`src/rtl/servo_pwm_gen_pkg.sv`:
```
// Shared types and default timing constants for the servo PWM generator.
// No logic here; latency and backpressure do not apply.
package servo_pkg;
    localparam int PERIOD_CYCLES_DEF = 2_000_000;
    localparam int MIN_PULSE_DEF     = 50_000;
    localparam int MAX_PULSE_DEF     = 250_000;
    localparam int SLEW_STEP_DEF     = 1_000;
    localparam int PWM_W             = 21;

    typedef enum logic [1:0] {
        OFF  = 2'd0,
        SLEW = 2'd1,
        HOLD = 2'd2
    } servo_state_t;
endpackage

```
`src/rtl/servo_pwm_gen_if.sv`:
```
// Command/status bundle between the servo sequencer and the PWM generator.
// Pure wiring; no latency, no backpressure (command is level-sampled).
interface servo_pwm_gen_if;
    import servo_pkg::*;

    logic             enable;
    logic [PWM_W-1:0] angle_value;
    logic             pwm_out;
    logic             period_tick;
    logic             settled;
    logic             busy;

    modport master (
        output enable, angle_value,
        input  pwm_out, period_tick, settled, busy
    );

    modport slave (
        input  enable, angle_value,
        output pwm_out, period_tick, settled, busy
    );
endinterface

```
`src/rtl/servo_pwm_gen_pwm_frame_counter.sv`:
```
// Wrapping frame counter, held at zero while disabled; flags frame start and last cycle.
// Outputs decode the counter register directly; no backpressure.
module pwm_frame_counter
    import servo_pkg::*;
#(
    parameter int PERIOD_CYCLES = PERIOD_CYCLES_DEF
) (
    input  logic             clk,
    input  logic             rst_n,
    input  logic             i_enable,
    output logic [PWM_W-1:0] o_cnt,
    output logic             o_frame_start,
    output logic             o_period_tick
);
    localparam logic [PWM_W-1:0] LAST = PWM_W'(PERIOD_CYCLES - 1);

    logic [PWM_W-1:0] r_cnt;

    always_ff @(posedge clk or negedge rst_n) begin
        if (!rst_n) begin
            r_cnt <= '0;
        end else if (!i_enable || (r_cnt == LAST)) begin
            r_cnt <= '0;
        end else begin
            r_cnt <= r_cnt + 1'b1;
        end
    end

    assign o_cnt         = r_cnt;
    assign o_frame_start = i_enable && (r_cnt == '0);
    assign o_period_tick = (r_cnt == LAST);
endmodule

```
`src/rtl/servo_pwm_gen.sv`:
```
// Servo PWM: clamps and slew-limits the width command once per frame; outputs registered, 1-cycle latency.
// No backpressure: angle_value is sampled only at frame start, mid-frame changes wait a frame.
module servo_pwm_gen
    import servo_pkg::*;
#(
    parameter int PERIOD_CYCLES = PERIOD_CYCLES_DEF,
    parameter int MIN_PULSE     = MIN_PULSE_DEF,
    parameter int MAX_PULSE     = MAX_PULSE_DEF,
    parameter int SLEW_STEP     = SLEW_STEP_DEF
) (
    input  logic                  clk,
    input  logic                  rst_n,
    servo_pwm_gen_if.slave        io_if
);
    localparam int               XW     = PWM_W + 1;
    localparam logic [XW-1:0]    MIN_W  = XW'(MIN_PULSE);
    localparam logic [XW-1:0]    MAX_W  = XW'(MAX_PULSE);
    localparam logic [XW-1:0]    STEP_W = XW'(SLEW_STEP);

    logic [PWM_W-1:0] w_cnt;
    logic             w_frame_start;
    logic             w_period_tick;

    logic [PWM_W-1:0] r_cur;
    servo_state_t     r_state;
    logic             r_pwm;
    logic             r_settled;
    logic             r_busy;

    logic [XW-1:0]    w_ang, w_cur, w_tgt, w_up, w_dn;
    logic [PWM_W-1:0] w_cur_nxt;
    servo_state_t     w_state_nxt;

    pwm_frame_counter #(
        .PERIOD_CYCLES (PERIOD_CYCLES)
    ) u_frame_counter (
        .clk           (clk),
        .rst_n         (rst_n),
        .i_enable      (io_if.enable),
        .o_cnt         (w_cnt),
        .o_frame_start (w_frame_start),
        .o_period_tick (w_period_tick)
    );

    // Extra bit on all width arithmetic so cur/tgt differences cannot wrap.
    always_comb begin
        w_ang       = {1'b0, io_if.angle_value};
        w_cur       = {1'b0, r_cur};
        w_tgt       = w_ang;
        if (w_ang == '0)       w_tgt = '0;
        else if (w_ang < MIN_W) w_tgt = MIN_W;
        else if (w_ang > MAX_W) w_tgt = MAX_W;
        w_up        = w_tgt - w_cur;
        w_dn        = w_cur - w_tgt;
        w_cur_nxt   = r_cur;
        w_state_nxt = r_state;
        if (w_frame_start) begin
            if (w_tgt == '0) begin
                w_state_nxt = OFF;
            end else begin
                if (w_cur == '0)
                    w_cur_nxt = PWM_W'(w_tgt);
                else if (w_tgt >= w_cur)
                    w_cur_nxt = (w_up <= STEP_W) ? PWM_W'(w_tgt) : PWM_W'(w_cur + STEP_W);
                else
                    w_cur_nxt = (w_dn <= STEP_W) ? PWM_W'(w_tgt) : PWM_W'(w_cur - STEP_W);
                w_state_nxt = ({1'b0, w_cur_nxt} == w_tgt) ? HOLD : SLEW;
            end
        end
    end

    // Width is kept across disable so a later command slews from the last position.
    always_ff @(posedge clk or negedge rst_n) begin
        if (!rst_n) begin
            r_cur     <= '0;
            r_state   <= OFF;
            r_pwm     <= 1'b0;
            r_settled <= 1'b0;
            r_busy    <= 1'b0;
        end else if (!io_if.enable) begin
            r_state   <= OFF;
            r_pwm     <= 1'b0;
            r_settled <= 1'b0;
            r_busy    <= 1'b0;
        end else begin
            r_cur     <= w_cur_nxt;
            r_state   <= w_state_nxt;
            r_pwm     <= (w_state_nxt != OFF) && (w_cnt < w_cur_nxt);
            r_settled <= (w_state_nxt == HOLD);
            r_busy    <= (w_state_nxt == SLEW);
        end
    end

    assign io_if.pwm_out     = r_pwm;
    assign io_if.period_tick = w_period_tick;
    assign io_if.settled     = r_settled;
    assign io_if.busy        = r_busy;
endmodule
```
`src/flat_wrapper.sv`:
```
// flat-port wrapper written by rule: the top's interface ports become plain ports
module servo_pwm_gen_flat import servo_pkg::*;
#(
    parameter int PERIOD_CYCLES = PERIOD_CYCLES_DEF,
    parameter int MIN_PULSE     = MIN_PULSE_DEF,
    parameter int MAX_PULSE     = MAX_PULSE_DEF,
    parameter int SLEW_STEP     = SLEW_STEP_DEF
)
  (clk, rst_n, io_if_enable, io_if_angle_value, io_if_pwm_out, io_if_period_tick, io_if_settled, io_if_busy);
  servo_pwm_gen_if io_if_i ();
  input  logic clk;
  input  logic rst_n;
  input wire logic [$bits(io_if_i.enable)-1:0] io_if_enable;
  input wire logic [$bits(io_if_i.angle_value)-1:0] io_if_angle_value;
  output wire logic [$bits(io_if_i.pwm_out)-1:0] io_if_pwm_out;
  output wire logic [$bits(io_if_i.period_tick)-1:0] io_if_period_tick;
  output wire logic [$bits(io_if_i.settled)-1:0] io_if_settled;
  output wire logic [$bits(io_if_i.busy)-1:0] io_if_busy;
  assign io_if_i.enable = io_if_enable;
  assign io_if_i.angle_value = io_if_angle_value;
  assign io_if_pwm_out = io_if_i.pwm_out;
  assign io_if_period_tick = io_if_i.period_tick;
  assign io_if_settled = io_if_i.settled;
  assign io_if_busy = io_if_i.busy;
  servo_pwm_gen #(.PERIOD_CYCLES(PERIOD_CYCLES), .MIN_PULSE(MIN_PULSE), .MAX_PULSE(MAX_PULSE), .SLEW_STEP(SLEW_STEP)) u_core (.clk(clk), .rst_n(rst_n), .io_if(io_if_i));
endmodule
```
`config.mk`:
```
export PLATFORM = sky130hd
export DESIGN_NAME = servo_pwm_gen_flat
export DESIGN_NICKNAME = d
export VERILOG_FILES = /design/src/rtl/servo_pwm_gen_pkg.sv /design/src/rtl/servo_pwm_gen_if.sv /design/src/rtl/servo_pwm_gen_pwm_frame_counter.sv /design/src/rtl/servo_pwm_gen.sv /design/src/flat_wrapper.sv
export SDC_FILE = /design/constraint.sdc
export NUM_CORES = 1
export LEC_CHECK = 0
export BUFFER_PORTS_ARGS = -buffer_cell sky130_fd_sc_hd__buf_4
export CORE_ASPECT_RATIO = 2
export CORE_MARGIN = 5
export CORE_UTILIZATION = 50
export DETAILED_ROUTE_END_ITERATION = 6
export PLACE_DENSITY = 0.67
export REMOVE_ABC_BUFFERS = 1
export SLEW_MARGIN = 20
export SYNTH_ARGS = -nofsm -noshare
export SYNTH_HDL_FRONTEND = slang
export SYNTH_SLANG_ARGS = --single-unit
```
`constraint.sdc`:
```
create_clock -name clk -period 14.6 [get_ports clk]
set_clock_uncertainty 0.15 [all_clocks]
set_input_delay 0.73 -clock clk [delete_from_list [all_inputs] [get_ports clk]]
set_output_delay 0.73 -clock clk [all_outputs]
set_load 0.1 [all_outputs]
```
==> impl_metrics.json <==
{
  "status": "finished with violations",
  "violations": "design-rule violations",
  "async_reset_ff_frac": 1.000,
  "core_area_um2": 13510,
  "rr_worst_depth": 25,
  "dr.pass1.iters": 7,
  "post_cts_buffers": 0,
  "power_frac_seq": 0.152,
  "htree_levels": 2,
  "cts_buffers": 5,
  "path_clk_slew_ns": 0.06,
  "critical_path_class": "input pin to flop",
  "critPathLaunchType": "input pin",
  "initial_core_util": 0.5093,
  "cp_max_fo": 10,
  "intPower_mw": 0.6118,
  "die_h_um": 175.9,
  "maxCapViolCount": 0,
  "synth.ff_latch_count": 47,
  "critPathMaxStageDelay_ns": 0.71,
  "p_total_mw": 1.425,
  "worst_setup_path_end_kind": "flop",
  "comb_power_share": 0.754,
  "synthTopCellsByArea": "dfrtp_1, ha_1, a21oi_1",
  "diodes": 0,
  "cp_data_arrival_time_ns": 8.37,
  "synth_cell_types": 89,
  "met1_length_um": 8902,
  "ys_seq_area_frac": 0.1709,
  "synth-edff-count": 0,
  "r2r_start": "u_core.r_cur[7]$_DFFE_PN0P_",
  "synthCells": 952,
  "syn_avg_cell_area_um2": 7.229,
  "antenna_found_initial": 1,
  "ir_drop_mv": 0.1059,
  "cts.sink_count": 47,
  "top_layer_used": "met5",
  "first_iter_violations": 649,
  "p_sw_mw": 0.8130,
  "drc": 4,
  "postPlaceCellArea_um2": 7152,
  "cts_tree": "built",
  "yosysTopAreaCell": "dfrtp_1",
  "cp_slowest_cell": "or4_1",
  "ant_nets": 0,
  "hold_path_class": "input pin to async pin",
  "final_max_slew_viol_count": 0,
  "ys.flop_type": "dfrtp_1",
  "grt_pass1_vias": 7625,
  "layout_min_cycle_time_ns": 8.300,
  "port_buffers": 27,
  "drive_above_1_share": 0.07821,
  "grt_overflow_total": 0,
  "cts_hold_buffers": 0,
  "switching_share": 0.5706,
  "worst_pin_slew_ns": 0.8691,
  "powerDensity_nw_per_um2": 194.1,
  "rsz0062_at_grt": "false",
  "design_area_um2": 7341,
  "track_usage": 0.3321,
  "yosysWarnings": 0,
  "rr_endpoint": "u_core.io_if.pwm_out$_DFF_PN0_",
  "max_freq_mhz": 120.5,
  "wl_met2_um": 14110,
  "met3WireLength_um": 1126,
  "fillers": 1364,
  "cellLeakagePower_nw": 3.179,
  "reg2reg_slack_ns": 8.19,
  "grt_max_degree": 48,
  "final.setup.tns_ns": 0,
  "slew-limit-headroom": 0.4145,
  "hpwl_um": 21980,
  "syn_area_um2": 6882,
  "num-nets-final": 1048,
  "regArea_um2": 1176,
  "synth_top_area_frac": 0.1709,
  "grt_pass1_wl_um": 41370,
  "setup_viol": 0,
  "rows": 60,
  "viasPerCell": 6.825,
  "wl_per_cell_um": 24.28,
  "clockRootBuffer": "clkbuf_16",
  "ctsLongestPathBuffers": 2,
  "critical_path_required_ns": 14.67,
  "io_pins": 28,
  "hold_violations": 0,
  "dieArea_um2": 16350,
  "syn_to_final_growth_pct": 6.673,
  "clk_latency_ns": 0.30,
  "post-route-period-util": 0.5685,
  "gp_congestion": 1.006,
  "post_cts_resize_count": 0,
  "chipWidth_um": 92.96,
  "vias": 7603,
  "power.clock.fraction": 0.094,
  "routed_wl_um": 27050,
  "multiInputGateArea_um2": 5271
}
[Yosys cell counts (4+ instances only)]
library cell / n
a211oi_1: 13
a21o_1: 21
a21oi_1: 77
a221o_1: 6
a221oi_1: 5
a31oi_1: 8
and2_1: 10
and3_1: 10
and4_1: 9
buf_2: 17
clkbuf_1: 18
dfrtp_1: 47
ha_1: 66
inv_1: 72
nand2_1: 96
nand2b_1: 10
nand3_1: 25
nand4_1: 25
nor2_1: 82
nor2b_1: 11
nor3_1: 27
nor4_1: 16
o211ai_1: 14
o21a_1: 11
o21ai_0: 63
o21ai_1: 6
o21bai_1: 5
o221ai_1: 9
o22ai_1: 9
o31ai_1: 7
or2_2: 4
or3_1: 17
xnor2_1: 35
xor2_1: 13
[cell families after synthesis]
group	share of synthesized area
AO/OA/AOI/OAI	0.3133
XOR/XNOR	0.06109
adder cells (fa/ha/maj)	0.1200
buffers and inverters	0.06636
flip-flops	0.1709
multiplexers	0.001455
other	0.001091
AND/OR/NAND/NOR	0.2658
[power groups by stage]
stage	combinational, mW	clock, mW	sequential, mW
5_1_grt	1.15	0.141	0.220
2_1_floorplan	0.734	0	0.199
6_report	1.07	0.134	0.216
3_3_place_gp	1.03	0	0.215
3_5_place_dp	1.03	0	0.214
4_1_cts	1.03	0.136	0.212
[stage by stage]
| stage | setup WS (ns) | util | hold WS (ns) | cells |
|---|---|---|---|---|
| 2_1_floorplan | 7.601 | - | 0.2844 | 917 |
| 3_3_place_gp | 6.238 | 0.5293 | 0.3585 | 1105 |
| 3_5_place_dp | 6.163 | 0.5293 | 0.3632 | 1105 |
| 4_1_cts | 6.456 | 0.5421 | 0.3083 | 1113 |
| 5_1_grt | 5.792 | 0.5432 | 0.3394 | 1114 |
| 6_report | 6.300 | 0.5432 | 0.2833 | 1114 |
[cells in the final DEF (no fill, tap or decap), types with 17 or more instances in the layout]
cell type | netlist | routed
nand2_1 | 96 | 96
nor2_1 | 82 | 82
a21oi_1 | 77 | 77
inv_1 | 72 | 72
ha_1 | 66 | 66
o21ai_0 | 63 | 63
dfrtp_1 | 47 | 47
xnor2_1 | 35 | 35
buf_4 | 1 | 33
nor3_1 | 27 | 27
nand4_1 | 25 | 25
nand3_1 | 25 | 25
a21o_1 | 21 | 21
or3_1 | 17 | 17
[area by class of cell]
class                           count  area share
Clock inverter                      2    0.004772
Multi-Input combinational cell    798      0.7181
Sequential cell                    47      0.1602
Tap cell                          155     0.02642
Clock buffer                        6     0.01892
Timing Repair Buffer               34     0.03477
Inverter                           72     0.03682
[metal layers]
layer	vias up	global-route usage
met4	2	0.2991
met3	157	0.03343
met1	3539	0.3154
met5	-	0
met2	386	0.6082
li1	3519	-
[state kept, by name, summed over array words and instances (netlist names)]
signal,flops
u_core.r_state,2
u_core.io_if.pwm_out,1
u_core.io_if.busy,1
u_core.u_frame_counter.o_cnt,21
u_core.r_cur,21
u_core.io_if.settled,1
[how the worst max path moves through the flow]
stage	endpoint	depth (start not counted)	startpoint
3_3_place_gp	u_core.io_if.pwm_out$_DFF_PN0_	34	io_if_angle_value[18]
4_1_cts	u_core.io_if.pwm_out$_DFF_PN0_	34	io_if_angle_value[18]
6_report	u_core.io_if.pwm_out$_DFF_PN0_	34	io_if_angle_value[18]
3_5_place_dp	u_core.io_if.pwm_out$_DFF_PN0_	34	io_if_angle_value[18]
5_1_grt	u_core.io_if.pwm_out$_DFF_PN0_	34	io_if_angle_value[18]
2_1_floorplan	u_core.io_if.pwm_out$_DFF_PN0_	32	io_if_angle_value[18]
[critical path: cells and delay by family]
kind / cells / cell delay, ns
XOR/XNOR: 1 / 0.14
adder cells (fa/ha/maj): 2 / 0.71
buffers and inverters: 4 / 0.45
AND/OR/NAND/NOR: 12 / 2.90
AO/OA/AOI/OAI: 15 / 3.39
Note: power is estimated with default switching activity, not from simulation.
